[src/rtl/cp0_vectored.sv]
// MIPS-style coprocessor 0: Count/Compare timer, SR/Cause/EPC/PrID and trap sequencing
// with optional vectored interrupt entry points.
module cp0_vectored #(
  parameter int          NUM_HWINT   = 6,
  parameter logic [31:0] TEXT_START  = 32'h0000_3000,
  parameter logic [31:0] KTEXT_BASE  = 32'h0000_4180,
  parameter logic [31:0] VEC_SPACING = 32'h20,
  parameter logic [31:0] PRID        = 32'hbaad_face
) (
  input  logic                 clk,
  input  logic                 reset,
  input  logic [31:0]          pc,
  input  logic                 in_delay_slot,
  input  logic                 is_mfc0,
  input  logic                 is_mtc0,
  input  logic                 is_eret,
  input  logic [4:0]           reg_id,
  input  logic [31:0]          wdata,
  input  logic                 exc_valid,
  input  logic [4:0]           exc_code,
  input  logic [NUM_HWINT-1:0] hw_int,
  output logic                 ktrap,
  output logic                 eret_go,
  output logic [31:0]          handler_pc,
  output logic [31:0]          epc,
  output logic [31:0]          rdata
);

  localparam logic [4:0] REG_COUNT   = 5'd9;
  localparam logic [4:0] REG_COMPARE = 5'd11;
  localparam logic [4:0] REG_SR      = 5'd12;
  localparam logic [4:0] REG_CAUSE   = 5'd13;
  localparam logic [4:0] REG_EPC     = 5'd14;
  localparam logic [4:0] REG_PRID    = 5'd15;

  logic [31:0]          count_q, count_d;
  logic [31:0]          compare_q, compare_d;
  logic [31:0]          epc_q, epc_d;
  logic [NUM_HWINT-1:0] im_q, im_d;
  logic [NUM_HWINT-1:0] ip_q, ip_d;
  logic                 exl_q, exl_d;
  logic                 ie_q, ie_d;
  logic                 bd_q, bd_d;
  logic                 ti_q, ti_d;
  logic                 iv_q, iv_d;
  logic [4:0]           exc_code_q, exc_code_d;

  logic [NUM_HWINT-1:0] pending;
  logic [NUM_HWINT-1:0] masked;
  logic                 int_req;
  logic                 trap;
  logic                 eret;
  logic                 mtc0_ok;
  logic [2:0]           vec_idx;
  logic [31:0]          trap_pc;
  logic [31:0]          sr_val;
  logic [31:0]          cause_val;

  // Timer interrupt shares the top hardware line.
  always_comb begin
    pending                = hw_int;
    pending[NUM_HWINT-1]   = hw_int[NUM_HWINT-1] | ti_q;
    masked                 = pending & im_q;
    int_req                = (|masked) && ie_q && !exl_q;
    trap                   = !reset && (exc_valid || int_req);
    eret                   = !reset && is_eret && !trap;
    mtc0_ok                = !reset && is_mtc0 && !trap;
    trap_pc                = in_delay_slot ? (pc - 32'd4) : pc;
  end

  always_comb begin
    vec_idx = '0;
    for (int i = 0; i < NUM_HWINT; i++) begin
      if (masked[i]) vec_idx = 3'(i);
    end
    handler_pc = KTEXT_BASE;
    if (!exc_valid && int_req && iv_q)
      handler_pc = KTEXT_BASE + VEC_SPACING * ({29'd0, vec_idx} + 32'd1);
  end

  always_comb begin
    count_d    = count_q + 32'd1;
    compare_d  = compare_q;
    epc_d      = epc_q;
    im_d       = im_q;
    ip_d       = pending;
    exl_d      = exl_q;
    ie_d       = ie_q;
    bd_d       = bd_q;
    ti_d       = ti_q;
    iv_d       = iv_q;
    exc_code_d = exc_code_q;

    if (count_q == compare_q) ti_d = 1'b1;

    // A Compare write clears TI even if the match happens in the same cycle.
    if (mtc0_ok) begin
      case (reg_id)
        REG_COUNT:   count_d = wdata;
        REG_COMPARE: begin
          compare_d = wdata;
          ti_d      = 1'b0;
        end
        REG_SR: begin
          if (!eret) begin
            im_d  = wdata[10 +: NUM_HWINT];
            exl_d = wdata[1];
            ie_d  = wdata[0];
          end
        end
        REG_CAUSE:   iv_d  = wdata[23];
        REG_EPC:     epc_d = {wdata[31:2], 2'b00};
        default:     ;
      endcase
    end

    if (eret) begin
      exl_d      = 1'b0;
      bd_d       = 1'b0;
      exc_code_d = 5'd0;
    end

    if (trap) begin
      exl_d      = 1'b1;
      bd_d       = in_delay_slot;
      epc_d      = {trap_pc[31:2], 2'b00};
      exc_code_d = exc_valid ? exc_code : 5'd0;
    end
  end

  always_ff @(posedge clk) begin
    if (reset) begin
      count_q    <= '0;
      compare_q  <= '0;
      epc_q      <= TEXT_START;
      im_q       <= '1;
      ip_q       <= '0;
      exl_q      <= 1'b0;
      ie_q       <= 1'b1;
      bd_q       <= 1'b0;
      ti_q       <= 1'b0;
      iv_q       <= 1'b0;
      exc_code_q <= 5'd0;
    end else begin
      count_q    <= count_d;
      compare_q  <= compare_d;
      epc_q      <= epc_d;
      im_q       <= im_d;
      ip_q       <= ip_d;
      exl_q      <= exl_d;
      ie_q       <= ie_d;
      bd_q       <= bd_d;
      ti_q       <= ti_d;
      iv_q       <= iv_d;
      exc_code_q <= exc_code_d;
    end
  end

  always_comb begin
    sr_val                    = '0;
    sr_val[10 +: NUM_HWINT]   = im_q;
    sr_val[1]                 = exl_q;
    sr_val[0]                 = ie_q;
    cause_val                 = '0;
    cause_val[31]             = bd_q;
    cause_val[30]             = ti_q;
    cause_val[23]             = iv_q;
    cause_val[10 +: NUM_HWINT] = ip_q;
    cause_val[6:2]            = exc_code_q;

    rdata = '0;
    if (is_mfc0 && !reset) begin
      case (reg_id)
        REG_COUNT:   rdata = count_q;
        REG_COMPARE: rdata = compare_q;
        REG_SR:      rdata = sr_val;
        REG_CAUSE:   rdata = cause_val;
        REG_EPC:     rdata = epc_q;
        REG_PRID:    rdata = PRID;
        default:     rdata = '0;
      endcase
    end
  end

  assign ktrap   = trap;
  assign eret_go = eret;
  assign epc     = epc_q;

endmodule

[config.mk]
export PLATFORM = sky130hd
export DESIGN_NAME = cp0_vectored
export DESIGN_NICKNAME = d
export VERILOG_FILES = /design/src/rtl/cp0_vectored.sv
export SDC_FILE = /design/constraint.sdc
export NUM_CORES = 1
export LEC_CHECK = 0
export CORE_AREA = 3 3 126 128
export DETAILED_ROUTE_END_ITERATION = 12
export DIE_AREA = 0 0 129 131
export DONT_BUFFER_PORTS = 1
export SYNTH_ARGS = -nofsm -noshare
export SYNTH_HDL_FRONTEND = slang
export SYNTH_SLANG_ARGS = --single-unit
[constraint.sdc]
create_clock -name clk -period 3.2 [get_ports clk]
set_input_delay 0.32 -clock clk [delete_from_list [all_inputs] [get_ports clk]]
set_output_delay 0.32 -clock clk [all_outputs]
set_load 0.1 [all_outputs]
**After elaboration in Yosys (flattened, before gate mapping)**

Index checks and enable logic that the tools add are counted.

- Bitwise operators: 3
- Equal/unequal tests: 7
- Add/sub/neg operators: 4
- Reduce and logical (&&, ||, !) cells: 26
- Multiplexer cells: 26

Operators by type and width:

| kind | number |
|---|---|
| 2-to-1 mux 32 bit | 7 |
| one-hot mux 32 bit (6 select lines) | 1 |
| adder 32 x 1 -> 32 bit, second input constant | 1 |
| equality test 32 bit | 1 |
| subtractor 32 x 3 -> 32 bit, second input constant | 1 |
| equality test 5 x 4 -> 1 bit, second input constant | 6 |
| adder 15 x 9 -> 16 bit, first input constant | 1 |
| 2-to-1 mux 16 bit | 1 |
| 2-to-1 mux 5 bit | 3 |
| 2-to-1 mux 3 bit | 4 |
| logical AND 1 bit | 10 |
| 2-to-1 mux 1 bit | 10 |
| AND reduction 2 bit | 4 |
| AND 6 bit | 1 |
| nonzero test 2 bit | 3 |
| nonzero test 3 bit | 2 |
| OR reduction 6 bit | 1 |
| adder 3 x 1 -> 4 bit, second input constant | 1 |
| logical NOT 1 bit | 4 |
| AND reduction 3 bit | 1 |
| logical OR 1 bit | 1 |
| NOT 1 bit | 1 |
| OR 1 bit | 1 |

- Word-level logic and storage cells: 77
- Input port bits: 87
- Register bits after elaboration: 116
- Output and inout bits: 98

**Depth between registers and ports, before layout**

- Depth in word-level cells: 12
- Gate-level depth with buffers: 8
- Gate-level depth less buffers: 8

**Worst setup path before layout**

No wires, ideal clock.

- Path type: in2out
- Start point: input hw_int[2]
- End point: output eret_go
- Cell stages on the path: 6
- Buffers on the path: 2
- Data arrival time: 3717 ps
- Slack: -837 ps
- Required time: 2880 ps
- Cells stage by stage: a22oi_1 -> a41oi_2 -> or2_2 -> buf_2 -> buf_1 -> nor3b_1

- Word-level cells in the longest chain between the ends: 8

RTL lines:

| item | RTL line | source |
|---|---|---|
| from (decl) | 21 | `input logic [NUM_HWINT-1:0] hw_int,` |
| AND 6 bit | 63 | `masked = pending & im_q;` |
| OR reduction 6 bit | 64 | `int_req = (\|masked) && ie_q && !exl_q;` |
| logical AND 1 bit (2 in a row) | 64 |  |
| logical OR 1 bit | 65 | `trap = !reset && (exc_valid \|\| int_req);` |
| logical AND 1 bit | 65 |  |
| logical NOT 1 bit | 66 | `eret = !reset && is_eret && !trap;` |
| logical AND 1 bit | 66 |  |
| to (decl) | 23 | `output logic eret_go,` |

Every way passes these cells.

**Final worst setup path**

- Start point: register ti_q
- End point: output eret_go

- Word-level cells in the longest chain between the ends: 9

RTL lines:

| item | RTL line | source |
|---|---|---|
| from (decl) | 44 | `logic ti_q, ti_d;` |
| from (signal assigned) | 153 | `ti_q <= ti_d;` |
| OR 1 bit | 62 | `pending[NUM_HWINT-1] = hw_int[NUM_HWINT-1] \| ti_q;` |
| AND 6 bit | 63 |  |
| OR reduction 6 bit | 64 |  |
| logical AND 1 bit (2 in a row) | 64 |  |
| logical OR 1 bit | 65 |  |
| logical AND 1 bit | 65 |  |
| logical NOT 1 bit | 66 |  |
| logical AND 1 bit | 66 |  |

Every way passes these cells.

==> flow_metrics.tcl <==
set metrics [dict create \
    ir_drop_mv 0.363 \
    syn2layout_area_growth_pct 18.2 \
    row_count 45 \
    hold_path.class "input pin to flop" \
    slew_violations 0 \
    chipWidth_um 129 \
    num-fill-cells 1353 \
    final_hold_viol_count 0 \
    rsz0062_at_grt "no" \
    yosys_most_used_dff "dfxtp_1" \
    max_freq_mhz 346 \
    vias 6796 \
    cts_setup_buffers 0 \
    clk-insertion-delay-late_ns 0.43 \
    cts.sinks 116 \
    gr-total-overflow 0 \
    pin_count 185 \
    ys_seq_elements 116 \
    gpl.final_weighted_congestion 0.909 \
    fin_nets 1020 \
    cp.arrival_ns 2.57 \
    grt_pass1_wl_mm 36.8 \
    die_height_um 131 \
    clk_path_buf_depth 2 \
    powerDensity_nw_per_um2 476 \
    grt_use_total_pct 28.5 \
    fin_skew_ns 0.00677 \
    startpoint_type "flop" \
    cts.clk_slew.worst_paths_ns 0.05 \
    cp-end-kind "output port" \
    async_reset_ff_share_pct 0 \
    numCtsBuffers 17 \
    crit_fanout 16 \
    tightest_slew_ns 0.666 \
    syn_inst 898 \
    diodes 0 \
    drtIter0Drc 691 \
    worst_ep_required_time_ns 2.88 \
    via_per_inst 6.01 \
    leakage_nw 3.02 \
    hpwl_mm 17.6 \
    antenna_found_initial 0 \
    die_area_um2 16900 \
    yosys_warnings 0 \
    ant_nets 0 \
    ff_latch_area_um2 2320 \
    tns_ns 0 \
    grt_max_degree 116 \
    post-route-period-util_pct 90.4 \
    layout-drive-gt1-share_pct 22.1 \
    synthDistinctLibCells 64 \
    post-route-min-period_ns 2.89 \
    status "finished, final reports clean" \
    wirelength_mm 24.4 \
    h-tree-depth 4 \
    core_um2 15000 \
    drc 0 \
    first_global_vias 6414 \
    wl_per_cell_um 21.6 \
    synth-edff-count 0 \
    dr.pass1.iters 5 \
    postLayoutCellArea_um2 8700 \
    port-buffer-count 0 \
    start_util_pct 49.2 \
    crit_type "flop to output port" \
    multi_input_area_um2 4790 \
    cts_tree "built" \
    syn_area_um2 7370 \
    slew-limit-headroom_pct 55.6 \
    setup_viol 0 \
    max_cap_violations 0 \
    place_area_um2 8060 \
    cts_resized 0 \
    avgSynthCellArea_um2 8.20 \
    ys_seq_area_share_pct 31.5 \
    clock-root-buffer "clkbuf_16" \
]
metrics by stage:
stage / instances / util [%] / hold slack [ns] / setup slack (ns) / power, mW
after global placement: 1095 / 53.8 / 0.405 / 0.780 / 2.22
after global routing: 1130 / 58.1 / 0.00501 / 0.169 / 4.27
after detailed placement: 1095 / 53.8 / 0.406 / 0.747 / 2.23
after CTS: 1130 / 58.1 / 0.0000181 / 0.337 / 4.17
after floorplan: 926 / - / 0.438 / 0.0398 / 2.17
final: 1130 / 58.1 / 0.0152 / 0.308 / 4.15
sequential cells by signal (all words and copies together) (netlist names):
signal      cells
epc            30
compare_q      32
im_q            6
ip_q            6
ie_q            1
exc_code_q      5
bd_q            1
iv_q            1
exl_q           1
ti_q            1
count_q        32
worst max-delay path, cell delays in order (launching register included):
cell and delay, ns:
dfxtp_1 0.36, o21ai_1 0.33, a41oi_2 0.36, or2_2 0.55, nor3b_4 0.23, buf_4 0.31
layout make-up:
| type | instances | area share (%) |
|---|---|---|
| Multi-Input combinational cell | 703 | 55.1 |
| Sequential cell | 116 | 26.7 |
| Timing Repair Buffer | 84 | 8.39 |
| Clock buffer | 23 | 5.72 |
| Tap cell | 188 | 2.70 |
| Clock inverter | 9 | 1.15 |
| Inverter | 7 | 0.302 |
power by group:
| part | switching [mW] | total (mW) | internal (mW) |
|---|---|---|---|
| Clock | 0.676 | 1.92 | 1.24 |
| Combinational | 0.559 | 0.711 | 0.152 |
| Sequential | 0.0272 | 1.52 | 1.49 |
| Total | 1.26 | 4.15 | 2.88 |
final timing paths:
| kind | start | endpoint | slack, ns | cells after the start |
|---|---|---|---|---|
| hold reg to reg | compare_q[11] | compare_q[11] | 0.48 | 2 |
| setup / recovery | ti_q | eret_go | 0.31 | 5 |
| hold / removal | wdata[0] | ie_q | 0.02 | 1 |
| setup reg to reg | ti_q | count_q[1] | 0.62 | 6 |
placed cells by master, fill, tap and decap left out, types with 14 or more instances in the layout:
master     count
a22oi_1       22
xnor2_1       66
o21ai_0       23
clkbuf_16     17
a21oi_1       37
nand4_1       23
buf_4         75
nor2_1        63
conb_1        30
xor2_1        24
a211oi_1      74
nand2_1      112
mux2_2        32
a21oi_2       14
dfxtp_1      116
nor2b_1       32
kinds of logic after synthesis:
kind of cell	synth area share (%)
AO/OA/AOI/OAI	18.4
buffers and inverters	7.29
flip-flops	31.5
multiplexers	6.52
adder cells (fa/ha/maj)	0.679
AND/OR/NAND/NOR	24.8
other	0.102
XOR/XNOR	10.7
per-layer routing:
metal	vias up	global-route usage (%)	part of all wire [%]
met5	-	0	0
met3	42	6.30	8.8
met1	3248	39.6	43
li1	3209	-	-
met4	0	10.0	2.3
met2	297	43.9	46
synthesized netlist by cell type (5+ instances only):
library cell | count | area (um^2)
nor4_1 | 8 | 50.1
buf_4 | 29 | 218
and3_1 | 5 | 31.3
a211o_1 | 8 | 70.1
xor2_1 | 24 | 210
nor2_1 | 74 | 278
buf_1 | 5 | 18.8
a21oi_1 | 51 | 255
nand3_1 | 12 | 60.1
inv_1 | 7 | 26.3
nor2b_1 | 32 | 200
xnor2_1 | 66 | 578
a31oi_1 | 10 | 62.6
a211oi_1 | 74 | 556
nor3_1 | 10 | 50.1
a22oi_1 | 22 | 165
buf_2 | 14 | 70.1
o21ai_0 | 23 | 115
dfxtp_1 | 116 | 2320
nand2_1 | 112 | 420
or3_1 | 6 | 37.5
mux2_2 | 32 | 360
nand4_1 | 23 | 144
mux2i_1 | 12 | 120
clkbuf_1 | 50 | 188
timing repair:
item                                    in CTS  in global routing
hold buffers                                 3                  0
endpoints found under the setup margin       0                  0
endpoints found under the hold margin      115                  0
(Power assumes the default switching activity.)
